File: src/rtl/sseg_scan_driver.sv
// Time-multiplexed hex driver for an N-digit seven-segment display, with frame-synchronous double buffering.
// Optional leading-zero blanking is enabled by defining SSEG_LZB_EN.
module sseg_scan_driver #(
    parameter int DIGITS        = 4,
    parameter int SCAN_DIV      = 50000,
    parameter int GUARD         = 2,
    parameter int DIGIT_ACT_LOW = 1
) (
    input  logic                  clk,
    input  logic                  rst_n,
    input  logic [4*DIGITS-1:0]   value,
    input  logic [DIGITS-1:0]     dp_in,
    input  logic [DIGITS-1:0]     blank_in,
    input  logic                  load,
    output logic [DIGITS-1:0]     digit,
    output logic [7:0]            out,
    output logic                  frame_done
);

    localparam int CW = (SCAN_DIV > 1) ? $clog2(SCAN_DIV) : 1;
    localparam int IW = (DIGITS > 1) ? $clog2(DIGITS) : 1;
    localparam logic [CW-1:0]     CNT_LAST = CW'(SCAN_DIV - 1);
    localparam logic [IW-1:0]     IDX_LAST = IW'(DIGITS - 1);
    localparam logic [DIGITS-1:0] DIG_OFF  = (DIGIT_ACT_LOW != 0) ? {DIGITS{1'b1}} : {DIGITS{1'b0}};

    // Scan position
    logic [CW-1:0] cnt_q, cnt_d;
    logic [IW-1:0] idx_q, idx_d;
    logic          cnt_wrap;
    logic          idx_wrap;
    logic          boundary;

    // Pending (host-side) buffer
    logic [4*DIGITS-1:0] pend_value_q, pend_value_d;
    logic [DIGITS-1:0]   pend_dp_q, pend_dp_d;
    logic [DIGITS-1:0]   pend_blank_q, pend_blank_d;
    logic                pend_valid_q, pend_valid_d;

    // Shadow (displayed) buffer
    logic [4*DIGITS-1:0] sh_value_q, sh_value_d;
    logic [DIGITS-1:0]   sh_dp_q, sh_dp_d;
    logic [DIGITS-1:0]   sh_blank_q, sh_blank_d;

    // Registered outputs
    logic [DIGITS-1:0] digit_q, digit_d;
    logic [7:0]        out_q, out_d;
    logic              frame_done_q, frame_done_d;

    // Current-slot decode
    logic [DIGITS-1:0] lzb;
    logic [DIGITS-1:0] slot_onehot;
    logic [3:0]        slot_nib;
    logic              slot_dp;
    logic              slot_blank;
    logic [6:0]        slot_seg;
    logic              in_guard;

    always_comb begin
        cnt_wrap = (cnt_q == CNT_LAST);
        idx_wrap = (idx_q == IDX_LAST);
        boundary = cnt_wrap && idx_wrap;

        cnt_d = cnt_wrap ? '0 : cnt_q + 1'b1;
        idx_d = idx_q;
        if (cnt_wrap) begin
            idx_d = idx_wrap ? '0 : idx_q + 1'b1;
        end
    end

    // load is a single-cycle strobe with no back-pressure: the last strobe before a
    // frame boundary wins, and a strobe on the boundary cycle itself bypasses pending.
    always_comb begin
        pend_value_d = pend_value_q;
        pend_dp_d    = pend_dp_q;
        pend_blank_d = pend_blank_q;
        pend_valid_d = pend_valid_q;
        sh_value_d   = sh_value_q;
        sh_dp_d      = sh_dp_q;
        sh_blank_d   = sh_blank_q;

        if (load) begin
            pend_value_d = value;
            pend_dp_d    = dp_in;
            pend_blank_d = blank_in;
            pend_valid_d = 1'b1;
        end

        if (boundary) begin
            pend_valid_d = 1'b0;
            if (load) begin
                sh_value_d = value;
                sh_dp_d    = dp_in;
                sh_blank_d = blank_in;
            end else if (pend_valid_q) begin
                sh_value_d = pend_value_q;
                sh_dp_d    = pend_dp_q;
                sh_blank_d = pend_blank_q;
            end
        end

        frame_done_d = boundary;
    end

`ifdef SSEG_LZB_EN
    // A digit is a leading zero when it and every more-significant nibble are zero.
    always_comb begin
        logic zero_run;
        lzb      = '0;
        zero_run = 1'b1;
        for (int k = DIGITS - 1; k >= 1; k--) begin
            zero_run = zero_run && (sh_value_q[4*k +: 4] == 4'h0);
            lzb[k]   = zero_run;
        end
    end
`else
    assign lzb = '0;
`endif

    always_comb begin
        slot_nib    = 4'h0;
        slot_dp     = 1'b0;
        slot_blank  = 1'b0;
        slot_onehot = '0;
        for (int k = 0; k < DIGITS; k++) begin
            if (idx_q == IW'(k)) begin
                slot_nib       = sh_value_q[4*k +: 4];
                slot_dp        = sh_dp_q[k];
                slot_blank     = sh_blank_q[k] | lzb[k];
                slot_onehot[k] = 1'b1;
            end
        end
    end

    always_comb begin
        case (slot_nib)
            4'h0:    slot_seg = 7'h3F;
            4'h1:    slot_seg = 7'h06;
            4'h2:    slot_seg = 7'h5B;
            4'h3:    slot_seg = 7'h4F;
            4'h4:    slot_seg = 7'h66;
            4'h5:    slot_seg = 7'h6D;
            4'h6:    slot_seg = 7'h7D;
            4'h7:    slot_seg = 7'h07;
            4'h8:    slot_seg = 7'h7F;
            4'h9:    slot_seg = 7'h6F;
            4'hA:    slot_seg = 7'h77;
            4'hB:    slot_seg = 7'h7C;
            4'hC:    slot_seg = 7'h58;
            4'hD:    slot_seg = 7'h5E;
            4'hE:    slot_seg = 7'h79;
            default: slot_seg = 7'h71;
        endcase
    end

    // The first GUARD cycles of each slot keep every digit dark to hide segment ghosting.
    generate
        if (GUARD == 0) begin : g_no_guard
            assign in_guard = 1'b0;
        end else begin : g_guard
            assign in_guard = (cnt_q < CW'(GUARD));
        end
    endgenerate

    always_comb begin
        digit_d = DIG_OFF;
        out_d   = 8'h00;
        if (!in_guard) begin
            digit_d = (DIGIT_ACT_LOW != 0) ? ~slot_onehot : slot_onehot;
            out_d   = slot_blank ? 8'h00 : {slot_dp, slot_seg};
        end
    end

    always_ff @(posedge clk or negedge rst_n) begin
        if (!rst_n) begin
            cnt_q        <= '0;
            idx_q        <= '0;
            pend_value_q <= '0;
            pend_dp_q    <= '0;
            pend_blank_q <= '0;
            pend_valid_q <= 1'b0;
            sh_value_q   <= '0;
            sh_dp_q      <= '0;
            sh_blank_q   <= {DIGITS{1'b1}};
            digit_q      <= DIG_OFF;
            out_q        <= 8'h00;
            frame_done_q <= 1'b0;
        end else begin
            cnt_q        <= cnt_d;
            idx_q        <= idx_d;
            pend_value_q <= pend_value_d;
            pend_dp_q    <= pend_dp_d;
            pend_blank_q <= pend_blank_d;
            pend_valid_q <= pend_valid_d;
            sh_value_q   <= sh_value_d;
            sh_dp_q      <= sh_dp_d;
            sh_blank_q   <= sh_blank_d;
            digit_q      <= digit_d;
            out_q        <= out_d;
            frame_done_q <= frame_done_d;
        end
    end

    assign digit      = digit_q;
    assign out        = out_q;
    assign frame_done = frame_done_q;

endmodule

File: config.mk
export PLATFORM = sky130hd
export DESIGN_NAME = sseg_scan_driver
export DESIGN_NICKNAME = d
export VERILOG_FILES = /design/src/rtl/sseg_scan_driver.sv
export SDC_FILE = /design/constraint.sdc
export NUM_CORES = 1
export LEC_CHECK = 0
export CORE_ASPECT_RATIO = 0.75
export CORE_UTILIZATION = 34
export CTS_CLUSTER_DIAMETER = 100
export DETAILED_ROUTE_END_ITERATION = 8
export HOLD_SLACK_MARGIN = 0.02
export PLACE_DENSITY_LB_ADDON = 0.2
export SLEW_MARGIN = 15
export SYNTH_ARGS = -nofsm -noshare
export SYNTH_HDL_FRONTEND = slang
export SYNTH_SLANG_ARGS = --single-unit
File: constraint.sdc
create_clock -name clk -period 2.25 [get_ports clk]
set_clock_uncertainty 0.15 [all_clocks]
set_input_delay 0.3375 -clock clk [delete_from_list [all_inputs] [get_ports clk]]
set_output_delay 0.3375 -clock clk [all_outputs]
set_load 0.02 [all_outputs]
* Word-level counts from Yosys, hierarchy flattened
Memories as Yosys holds them, arrays and structs flattened.
Cells that the tools add are included.
** Storage, ports and cells
- Word-level logic and storage cells :: 55
- Memories kept :: 1
- Flip-flop bits (word level) :: 80
- Bits of input ports :: 27
- Memory bits (read-only) :: 112
- Output and inout port bits :: 13
** Memory list
- (no name shown) :: depth 16, width 7, rd ports 1, clocked after Yosys merged registers in 0, wr ports 0, line 135 : case (slot_nib)
** Operators by class
- Multiplexer cells :: 29
- Bitwise gates (word level) :: 1
- Order comparisons :: 1
- Eq/ne operators :: 4
- Reductions and logical operators :: 5
- $add $sub $neg :: 2
** Operators by type and width (count)
- 16-bit two-way mux :: 3
- 4-bit two-way mux :: 9
- 16-bit by 1-bit adder with 16-bit output, second input constant :: 1
- 16-bit equality test, second input constant :: 1
- 16-bit by 2-bit less-than comparator with 1-bit output, second input constant :: 1
- 8-bit two-way mux :: 2
- 1-bit two-way mux :: 14
- 2-bit equality test, second input constant :: 2
- 4-bit NOT :: 1
- 2-bit nonzero test :: 2
- 2-bit by 1-bit adder with 2-bit output, second input constant :: 1
- 2-bit by 1-bit equality test with 1-bit output, second input constant :: 1
- 2-bit zero test :: 1
- 2-bit two-way mux :: 1
- 2-bit AND reduction :: 1
- 1-bit logical AND :: 1

* Depth between registers and ports, before layout
Gate-level depths: netlist of run 1.
An unclocked memory read counts as a cell.
- Word-level depth :: 8
- Depth in mapped cells :: 12
- Mapped depth without buffers :: 11

* Worst setup path before layout of run 1
Ideal clock, no wire load.
- Kind :: reg2reg
- Start point :: register cnt_q[10]
- End point :: register sh_dp_q[0]
- Path buffers :: 2
- Library setup time :: 125 ps
- Period minus slack after synthesis :: 2506 ps
- Data required time :: 1975 ps
- Cell stages (with the launch flop) :: 8
- Arrival time :: 2231 ps
- Path slack :: -256 ps
- Cell sequence :: dfrtp_1 nor4_2 nand2_1 or4_1 or3_1 buf_6 buf_12 mux2_4
** Between the ends
- Cells in the longest elaborated chain, start to end :: 3
** Ends and longest elaborated chain
- start, declared :: line 27 : logic [CW-1:0] cnt_q, cnt_d;
- start signal, assigned :: line 188 : cnt_q <= cnt_d;
- 16-bit equality test :: line 59 : cnt_wrap = (cnt_q == CNT_LAST);
- 1-bit logical AND :: line 61 : boundary = cnt_wrap && idx_wrap;
- 2-bit AND reduction (no line)
- end signal, assigned :: line 195 : sh_dp_q <= sh_dp_d;
- end, declared :: line 41 : logic [DIGITS-1:0] sh_dp_q, sh_dp_d;
No other way between the ends.
A chain may end at the register's enable or synchronous reset.

* Worst setup path in the final report of run 1
- Start point :: register cnt_q[5]
- End point :: register sh_value_q[5]
** Between the ends
- Cells in the longest elaborated chain, start to end :: 3
** Ends and longest elaborated chain
- 16-bit equality test :: line 59
- 1-bit logical AND :: line 61
- 2-bit AND reduction (no line)
- end signal, assigned :: line 194 : sh_value_q <= sh_value_d;
- end, declared :: line 40 : logic [4*DIGITS-1:0] sh_value_q, sh_value_d;
No other way between the ends.

==> metrics, run 1 <==
status=finished with violations; failing checks=negative setup slack; GR Util met3=about 3.6%; crit-path max cell delay=0.43 ns; worst reg2reg path endpoint=sh_value_q[5]$_DFFE_PN0P_; Setup crit end kind=flip-flop; top cell type's share of synthesized area=49.1%; Worst Path Class, Setup=flip-flop to flip-flop; hold slack final=0.292 ns; FP Rows=32; final max-slew violation count=0; most used routing layer=met1; most frequent cells in the layout=dfrtp_1, buf_4, clkdlybuf4s50_1; Worst-path clk slew=0.06 ns; Iter 0 DRT Violations=153; Layout Nets=roughly 420; Hold Vio Cnt, Final=0; worst hold path type=primary input to async pin; Fin Setup TNS=-1.38 ns; CP max-delay cell=or4_4; IO Pins=40; RR Startpoint=cnt_q[5]$_DFF_PN0_; crit path time final=2.33 ns; first-pass GRT wire length=12300 um; final wirelength=7650 um; Layout fillers=~940; Avg Inst Size Synth=12.8 um^2; Critical Path AT=2.39 ns; Synth Flop Type=dfrtp_1; number of global-route vias before repair=2399; First-pass DRT Iterations=4; H-tree levels=3; met1 Use GR=between 20% and 30%; gpl congestion=0.775; commonest non-fill, non-tap cell in the layout=dfrtp_1; Final WS setup=-0.0791 ns; Post-Synthesis Cell Area=3670 um^2; hpwl dp=~5100 um; Die ar.=between 10000 and 15000 um^2; Critical Path Source Type=flip-flop; Vias per Instance=4.62; global route overflow=0; Pwr Total=3.22 mW; CTS Root Cell=clkbuf_16; unrepaired setup endpoints after global routing=yes; FF-to-FF path depth=6; diodes inserted=0; antenna viol nets, final=0; Worst slew margin=between 70% and 80%; total track usage=14.6%; Synth cell types=between 40 and 50; clock buffer depth=2; fin util=48.1%; Mapped Cells=288; fraction of layout cells with a size suffix above 1=39.3%; max-cap viol count=0; maximum vdd drop=0.344 mV; multi-input logic area=approximately 1700 um^2; Critical Path, Cell by Cell=nor4_4 -> nand2_1 -> or4_4 -> or3_4 -> buf_6 -> mux2_4; r2r setup slk=-0.08 ns; FFs w/ async S/R, synth=100%; TritonCTS Sinks=80; Initial Util=a little over a third; fmax=429 MHz; Final setup viols=24; worst skew pair latency=0.33 ns; Port Buffer Count=39; slew at the pin with the worst max-slew slack=0.377 ns; largest net degree at the start of global routing=60; Buf+Inv Stages, Crit Path=1; FF+latch area=2010 um^2; leakage=about 2.3 nW; routed length per instance=14.8 um; cell accounting for the most synthesized area=dfrtp_1; final non-filler cell total=518; met2 GRT Util=about 19%; Die Y=92.0 um; Num CTS Buffers=9; Seq/Total Area, Yosys=54.8%; Vias=between 2k and 2.5k; CTS tree=built; cell family with most CP delay=simple AND/OR/NAND/NOR gates; syn nets=327; synth warn=0; antenna violations before repair=0; pwr dens=644 nW/um^2; die width=around 120 um; Worst Path Max Fanout=12; Core Footprint=around 10000 um^2; crit share post-route=104%; Area Growth Syn to Fin=36.2%; cell count after placement=between 400 and 500; top cells by area, synth=dfrtp_1, mux2_2, mux2_4; critical path launch point=cnt_q[5]$_DFF_PN0_; Post-synth EDFFs=0; DRC Markers=0; CP required=2.32 ns; FF+latch count, synth=80
[area by class of cell]
class	count	area share [%]
flip-flops and latches	80	40.2
multi-input cells	189	34.0
repair buffers	90	16.2
clock buffers	12	4.73
well taps	136	3.40
clock inverters	4	0.900
inverters	7	0.575
[routing by layer]
layer,vias to the layer above,wire (um)
met5,-,0
met3,12,254
met4,0,125
met2,40,3170
met1,1160,4100
li1,1179,-
[per-stage QoR]
step	setup WS (ns)	instance area, um^2
CTS	-0.106	4790
global route	-0.187	5000
detailed placement	-0.142	4460
finish	-0.0791	5000
global placement	-0.118	4460
floorplan	-0.113	3710
[registers in the layout, indices dropped and copies added (netlist names), 8 cells and up]
register and count:
sh_value_q 16, out 8, pend_value_q 16, cnt_q 16
[report_power, final]
part           leakage, nW  internal [mW]  total, mW  switching [mW]
Sequential           0.981           1.51       1.54          0.0236
Clock                0.140          0.854       1.40           0.547
Combinational         1.17          0.158      0.283           0.125
Total                 2.29           2.53       3.22           0.695
[cell usage after synthesis (2+ instances only)]
cell	count
a211oi_1	4
a21o_1	2
a21oi_1	10
a311oi_1	2
and3_1	3
buf_12	2
buf_4	2
buf_6	2
clkbuf_1	6
dfrtp_1	72
dfstp_2	8
ha_1	12
inv_1	7
mux2_2	28
mux2_4	20
mux2i_1	5
nand2_1	22
nand3_1	6
nand3b_1	5
nand4_1	5
nor2_1	21
nor2b_1	4
nor3_1	4
nor3b_1	2
nor4_1	4
o21ai_0	3
xnor2_1	6
xor2_1	8
[cell families (layout without fill, tap and decap cells)]
kind of cell,count (synthesis),in the layout,share of synthesized area (%)
AO/OA/AOI/OAI,27,27,4.77
XOR/XNOR,14,14,3.34
adder cells (fa/ha/maj),12,12,4.09
buffers and inverters,19,113,3.44
flip-flops,80,80,54.8
multiplexers,53,53,18.1
AND/OR/NAND/NOR,83,83,11.4
[worst reg2reg max path, cell delays in order, from the launching register on]
cell	delay, ns
dfrtp_1	0.40
nor4_4	0.28
nand2_1	0.10
or4_4	0.43
or3_4	0.36
buf_6	0.17
mux2_4	0.31
[worst max path at each step]
stage / end / depth (start not counted)
2_1_floorplan: sh_dp_q[0]$_DFFE_PN0P_ / 7
3_3_place_gp: sh_dp_q[1]$_DFFE_PN0P_ / 6
3_5_place_dp: out[1]$_DFF_PN0_ / 9
4_1_cts: sh_value_q[5]$_DFFE_PN0P_ / 6
5_1_grt: sh_value_q[11]$_DFFE_PN0P_ / 6
6_report: sh_value_q[5]$_DFFE_PN0P_ / 6
[repair_timing]
action / CTS / global route
buffers inserted: 1 / 10
endpoints found under the setup margin: 30 / 33
hold buffers: 1 / 0
pin swaps: 2 / 11
hold endpoints to repair: 20 / 0
resized for setup: 11 / 23
Power figures use the tool's default switching activity.
==> inputs of run 2 (changes only) <==
TNS_END_PERCENT = 20   (was default)
clock period = 2.83 ns   (was 2.25 ns; I/O delays follow)
==> metrics, run 2 (synthesis gave the netlist of run 1 again) <==
Pwr Total=2.59 mW (was 3.22 mW); CP max-delay cell=or4_1 (was or4_4); worst skew pair latency=0.33 ns (about the same); total track usage=13.7% (was 14.6%); crit path time final=2.59 ns (was 2.33 ns); Worst Path Class, Setup=flip-flop to flip-flop (unchanged); Setup crit end kind=flip-flop (unchanged); final max-slew violation count=0 (unchanged); final wirelength=6770 um (was 7650 um); Worst slew margin=36.6% (was 74.8%); largest net degree at the start of global routing=79 (was 60); Layout fillers=979 (was 936); diodes inserted=0 (unchanged); die width=122 um (unchanged); Critical Path, Cell by Cell=nor4_2 -> nand2_1 -> or4_1 -> or3_1 -> buf_12 -> mux2_4 (was nor4_4 -> nand2_1 -> or4_4 -> or3_4 -> buf_6 -> mux2_4); Hold Vio Cnt, Final=0 (unchanged); max-cap viol count=0 (unchanged); worst hold path type=primary input to async pin (unchanged); Initial Util=35.3% (unchanged); IO Pins=40 (unchanged); H-tree levels=3 (unchanged); most frequent cells in the layout=dfrtp_1, clkdlybuf4s50_1, mux2_2 (was dfrtp_1, buf_4, clkdlybuf4s50_1); Vias=2227 (was 2391); Die Y=92.0 um (unchanged); CTS tree=built (unchanged); maximum vdd drop=0.269 mV (was 0.344 mV); Critical Path Source Type=flip-flop (unchanged); CTS Root Cell=clkbuf_16 (unchanged); Num CTS Buffers=9 (unchanged); unrepaired setup endpoints after global routing=no (was yes); CP required=2.90 ns (was 2.32 ns); fmax=387 MHz (was 429 MHz); antenna viol nets, final=0 (unchanged); clock buffer depth=2 (unchanged); fraction of layout cells with a size suffix above 1=25.9% (was 39.3%); placed instance area=4230 um^2 (was 4460 um^2); status=complete, no violations (was finished with violations); Fin Setup TNS=0 ns (was -1.38 ns); crit share post-route=91.4% (was 104%); pwr dens=569 nW/um^2 (was 644 nW/um^2); cell family with most CP delay=simple AND/OR/NAND/NOR gates (unchanged); crit-path max cell delay=0.53 ns (was 0.43 ns); Critical Path AT=2.65 ns (was 2.39 ns); largest registers=cnt_q: 16 flops, pend_value_q: 16 flops, sh_value_q: 16 flops (unchanged); Worst Path Max Fanout=24 (was 12); TritonCTS Sinks=80 (unchanged); Layout Nets=377 (was 416); Final setup viols=0 (was 24); First-pass DRT Iterations=4 (unchanged); Iter 0 DRT Violations=134 (was 153); antenna violations before repair=0 (unchanged); fin area=4540 um^2 (was 5000 um^2); gpl congestion=0.803 (was 0.775); commonest non-fill, non-tap cell in the layout=dfrtp_1 (unchanged); Buf+Inv Stages, Crit Path=1 (unchanged); Vias per Instance=4.65 (was 4.62); Die ar.=11200 um^2 (unchanged); global route overflow=0 (unchanged); DRC Markers=0 (unchanged); first-pass GRT wire length=11500 um (was 12300 um); Area Growth Syn to Fin=23.7% (was 36.2%); number of global-route vias before repair=2279 (was 2399); slew at the pin with the worst max-slew slack=0.952 ns (was 0.377 ns); hpwl dp=4670 um (was 5080 um); Worst-path clk slew=0.06 ns (about the same); leakage=2.07 nW (was 2.29 nW); Core Footprint=10400 um^2 (unchanged); Port Buffer Count=39 (unchanged); routed length per instance=14.1 um (was 14.8 um); FP Rows=32 (unchanged)
run 2: worst paths after layout:
kind	from	end	slack (ns)	depth (start not counted)
worst max register to register	cnt_q[10]$_DFF_PN0_	sh_value_q[5]$_DFFE_PN0P_	0.24	6
max in group asynchronous	rst_n	digit[1]$_DFF_PN1_	1.75	2
min in group clk	pend_valid_q$_DFFE_PN0P_	pend_valid_q$_DFFE_PN0P_	0.33	2
worst min register to register	pend_valid_q$_DFFE_PN0P_	pend_valid_q$_DFFE_PN0P_	0.33	2
worst min-delay path	rst_n	pend_dp_q[2]$_DFFE_PN0P_	0.09	1
worst max-delay path	cnt_q[10]$_DFF_PN0_	sh_value_q[5]$_DFFE_PN0P_	0.24	6
run 2: metrics by stage:
stage / hold slack [ns] / setup slack (ns) / util (%) / std cells
floorplan: -0.0211 / 0.324 / - / 288
global placement: 0.319 / 0.255 / 40.7 / 463
detailed placement: 0.329 / 0.248 / 40.7 / 463
CTS: 0.136 / 0.227 / 43.6 / 479
global route: 0.179 / 0.115 / 43.6 / 479
finish: 0.0859 / 0.243 / 43.6 / 479
run 2: worst reg2reg max path, cell delays in order, from the launching register on:
cell,delay (ns)
dfrtp_1,0.42
nor4_2,0.33
nand2_1,0.13
or4_1,0.53
or3_1,0.40
buf_12,0.20
mux2_4,0.32
run 2: report_power, final:
part	switching (mW)	total, mW	internal (mW)
clock	0.448	1.16	0.709
combinational	0.0945	0.208	0.114
sequential	0.0179	1.22	1.20
total	0.560	2.59	2.03
run 2: final cells by class:
class / count / area, um^2 / area share, %
Inverter: 7 / 26.3 / 0.578
Clock buffer: 10 / 239 / 5.26
Clock inverter: 6 / 68.8 / 1.51
Timing Repair Buffer: 51 / 490 / 10.8
Multi-Input combinational cell: 189 / 1540 / 33.8
Sequential cell: 80 / 2010 / 44.3
Tap cell: 136 / 170 / 3.75
run 2: routing by layer:
metal / GRT usage [%] / vias up / routed length (um)
met5: 0 / - / 0
met3: 4.60 / 4 / 251
met1: 20.2 / 1071 / 3730
met4: 5.25 / 0 / 51
met2: 18.2 / 41 / 2740
li1: - / 1111 / -
run 2: what timing repair did:
item,in CTS,in global routing
setup endpoints to repair,0,1
setup buffers,0,0
hold buffers,0,0
resized for setup,0,1
==> RTL change 1: new RTL, flow settings as in run 2 <==
Add an input register stage for `dp_in`, cleared by the reset; this delays it by one clock. The other inputs are not delayed to match.
--- a/src/rtl/sseg_scan_driver.sv
+++ b/src/rtl/sseg_scan_driver.sv
@@ -25,2 +25,12 @@
 
+    logic [DIGITS-1:0] dp_q;
+
+    always_ff @(posedge clk or negedge rst_n) begin
+        if (!rst_n) begin
+            dp_q <= '0;
+        end else begin
+            dp_q <= dp_in;
+        end
+    end
+
     // Scan position
@@ -82,3 +92,3 @@
             pend_value_d = value;
-            pend_dp_d    = dp_in;
+            pend_dp_d    = dp_q;
             pend_blank_d = blank_in;
@@ -91,3 +101,3 @@
                 sh_value_d = value;
-                sh_dp_d    = dp_in;
+                sh_dp_d    = dp_q;
                 sh_blank_d = blank_in;
Behaviour: no difference found for any inputs over 10 cycles, from zero or initial values and one cycle with rst_n low; that may be too few to reach the edited logic, so the function may still have changed.
==> RTL change 1 against run 2 <==
Highest routed layer unchanged. Sequential share of layout area rose by 1.4 points. Worst setup slack got worse by 0.047 ns. Maximum frequency is 1.8% lower. Design area up 1.7%. Synthesized area rose by 1.4%. Sequential cell count increased by 4. Synthesized cell count fell by 0.35%. Routed wire length up 4.7%. Non-clock buffer count grew 3. Power decreased by 0.12%. Die area up 1.4%.
==> RTL change 1: results <==
[logic_synthesis]
seq_area_frac_synth = 0.567
synth_mux_area_frac = 0.171
syn_area_per_cell_um2 = 13.0
yosysWarningCount = 0
synth_xor_area_frac = 0.0329
synth_cell_types = 43
synthTopCellsByArea = "dfrtp_1 51%, mux2_2 8.5%, mux2_4 8.1%"
synth_fa_ha_area_frac = 0.0403
synth_top_cells_by_count = "76 x dfrtp_1, 28 x mux2_2, 24 x nor2_1, 21 x nand2_1, 20 x mux2_4"
synth_fp_nets = 326

[cts]
cts_setup_buffers = 0
hold_buffers = 1
cts-root-buf = "clkbuf_16"
clock-sinks = 84

[cells_and_area]
fillers = 950
ff_latch_area_mm2 = 0.00211
inverters = 6
n_all_buffers = 54
drive_gt1_frac = 0.267
clk_share = 0.0612
nNetsFinal = 379
multi_input_cells = 185
nonClkBufAreaFrac = 0.114
clkbuf_count = 9
multi_input_area_share = 0.326

[sta]
hold-worst-slack_ns = 0.331

[placed_design]
placed_area_mm2 = 0.00433
placedCellCount = 464
dp_hpwl_mm = 5.06
finalWeightedCongestion = 0.790

[routing]
vias = 2282
drtIter0Drc = 100
routed_via_density = 4.74
drt_pass1_iterations = 5

[power_and_ir_drop]
peakVddDrop_uv = 348
clockPowerShare = 0.426
p_leak_nw = 2.08

[global_routing]
met2_usage = 0.197
grtUsageMet1 = 0.209
track_usage = 0.142
grt_max_degree = 44
grt_pass1_wl_mm = 12.1

[run_status]
status = "finished, final reports clean"

[setup_path]
crit_arrival_ns = 2.70
reg2reg_slack_ns = 0.20
critical-path-max-stage-delay_ns = 0.54
cp_slowest_cell = "or4_1"
RTL change 1: cell count changes in the layout (fill, tap and decap cells not counted), sizes merged, moves of 3 or more:
cell and delta:
clkinv -3, a21oi -3, mux2i -3, dfrtp +4
nor2 +3
RTL change 1: worst paths after layout:
check | from | endpoint | cells past startpoint
min | pend_valid_q$_DFFE_PN0P_ | pend_valid_q$_DFFE_PN0P_ | 2
max reg2reg | cnt_q[10]$_DFF_PN0_ | sh_value_q[13]$_DFFE_PN0P_ | 6
max in group asynchronous | rst_n | sh_blank_q[1]$_DFFE_PN1P_ | 3
min in group asynchronous | rst_n | dp_q[3]$_DFF_PN0_ | 2
max | cnt_q[10]$_DFF_PN0_ | sh_value_q[13]$_DFFE_PN0P_ | 6
min reg2reg | pend_valid_q$_DFFE_PN0P_ | pend_valid_q$_DFFE_PN0P_ | 2
RTL change 1: routing by layer:
layer	up-vias	part of all wire
met1	1121	0.52
met5	-	0
met4	0	0.0086
met3	6	0.051
met2	42	0.42
li1	1113	-
RTL change 1: logic make-up (layout without fill, tap and decap cells):
kind of cell,Yosys count,count (layout)
xor+xnor,14,14
simple gates,83,83
buf+inv,18,76
flops,84,84
fa+ha+maj,12,12
mux,50,50
compound gates,26,26
RTL change 1: power by group through the flow:
stage	clock network (mW)	registers (mW)	logic, mW
2_1_floorplan	0	1.31	0.0903
3_3_place_gp	0	1.30	0.205
3_5_place_dp	0	1.30	0.208
4_1_cts	1.14	1.28	0.210
5_1_grt	1.19	1.28	0.226
6_report	1.10	1.28	0.204
RTL change 1: metrics by stage:
step	setup slack, ns	power, mW	utilization
after floorplan	0.324	1.40	-
after global placement	0.235	1.50	0.414
after detailed placement	0.209	1.51	0.414
after CTS	0.192	2.63	0.442
after global routing	0.0642	2.70	0.442
final	0.197	2.58	0.442
==> RTL change 2: new RTL, settings of run 2 <==
Without the edit above. The parameter `SCAN_DIV` goes from 50000 to 12500.
--- a/src/rtl/sseg_scan_driver.sv
+++ b/src/rtl/sseg_scan_driver.sv
@@ -4,3 +4,3 @@
     parameter int DIGITS        = 4,
-    parameter int SCAN_DIV      = 50000,
+    parameter int SCAN_DIV      = 12500,
     parameter int GUARD         = 2,
Formal check against the unedited RTL: same outputs for any inputs over 10 cycles, from zero or initial values and one cycle with rst_n low; that may be too few to reach the edited logic, so the function may still have changed.
==> RTL change 2 against run 2 <==
Maximum frequency rose by 5.7%. Synthesized area shrank 5.8%. Design area is 5.3% lower. Sequential cell count decreased by 2. Routed wire length fell by 4.0%. Count of clock-buffer cells in the layout up 1. Worst setup slack gained 0.14 ns. Utilization up 0.37 points. Power is 10% lower. Critical path type unchanged. Critical endpoint is now out[0]$_DFF_PN0_. Largest cell class unchanged.
==> RTL change 2: results <==
[setup_path]
reg2reg_slack_ns = 0.38
cp_max_fo = 11
crit_arrival_ns = 2.53
critical-path-max-stage-delay_ns = 0.40
reg2reg_from = "idx_q[0]$_DFFE_PN0N_"
worstRegToRegCells = 9
crit_family = "adder cells"

[routing]
vias = 2148
wl_met2_mm = 2.47
wl_met1_mm = 3.66
met3_length_um = 269

[cells_and_area]
clk_share = 0.0646
clkbuf_count = 11
multi_input_area_share = 0.329
n_all_buffers = 48
nNetsFinal = 362
multi_input_cells = 179
reg_top3 = "pend_value_q (16), sh_value_q (16), cnt_q (14)"
ff_latch_area_mm2 = 0.00196

[logic_synthesis]
seq_area_frac_synth = 0.567
synth_mux_area_frac = 0.162
syn_area_per_cell_um2 = 12.6

[placed_design]
placed_area_mm2 = 0.00402
placedCellCount = 444

[global_routing]
grt_pass1_vias = 2111
grtUsageMet1 = 0.201
met2_usage = 0.192
grt_pass1_wl_mm = 11.0

[power_and_ir_drop]
p_leak_nw = 1.88
peakVddDrop_uv = 327
combPwrFrac = 0.049

[run_status]
status = "finished, final reports clean"

[floorplanning]
rows = 31
## RTL change 2: cell types whose count changed after synthesis, sizes merged, moves of 3 or more
cell | before | now
nand3 | 6 | 12
and4 | 0 | 3
nand2 | 22 | 17
a221oi | 1 | 4
xor2 | 8 | 3
nor2 | 21 | 15
o21ai | 3 | 9
nand4 | 5 | 2
a21oi | 10 | 6
nor4 | 5 | 2
mux2i | 5 | 2
## RTL change 2: logic make-up after synthesis
kind of cell | Yosys count
compound gates | 32
xor+xnor | 10
fa+ha+maj | 12
buf+inv | 17
flops | 78
mux | 50
simple gates | 75
## RTL change 2: metrics by stage
step / utilization / hold WS (ns) / worst slack [ns] / total power [mW]
detailed placement: 0.412 / 0.333 / 0.374 / 1.30
floorplan: - / -0.0211 / 0.412 / 1.22
global placement: 0.412 / 0.327 / 0.470 / 1.29
finish: 0.440 / 0.0900 / 0.382 / 2.32
global route: 0.440 / 0.173 / 0.106 / 2.43
CTS: 0.440 / 0.145 / 0.360 / 2.37
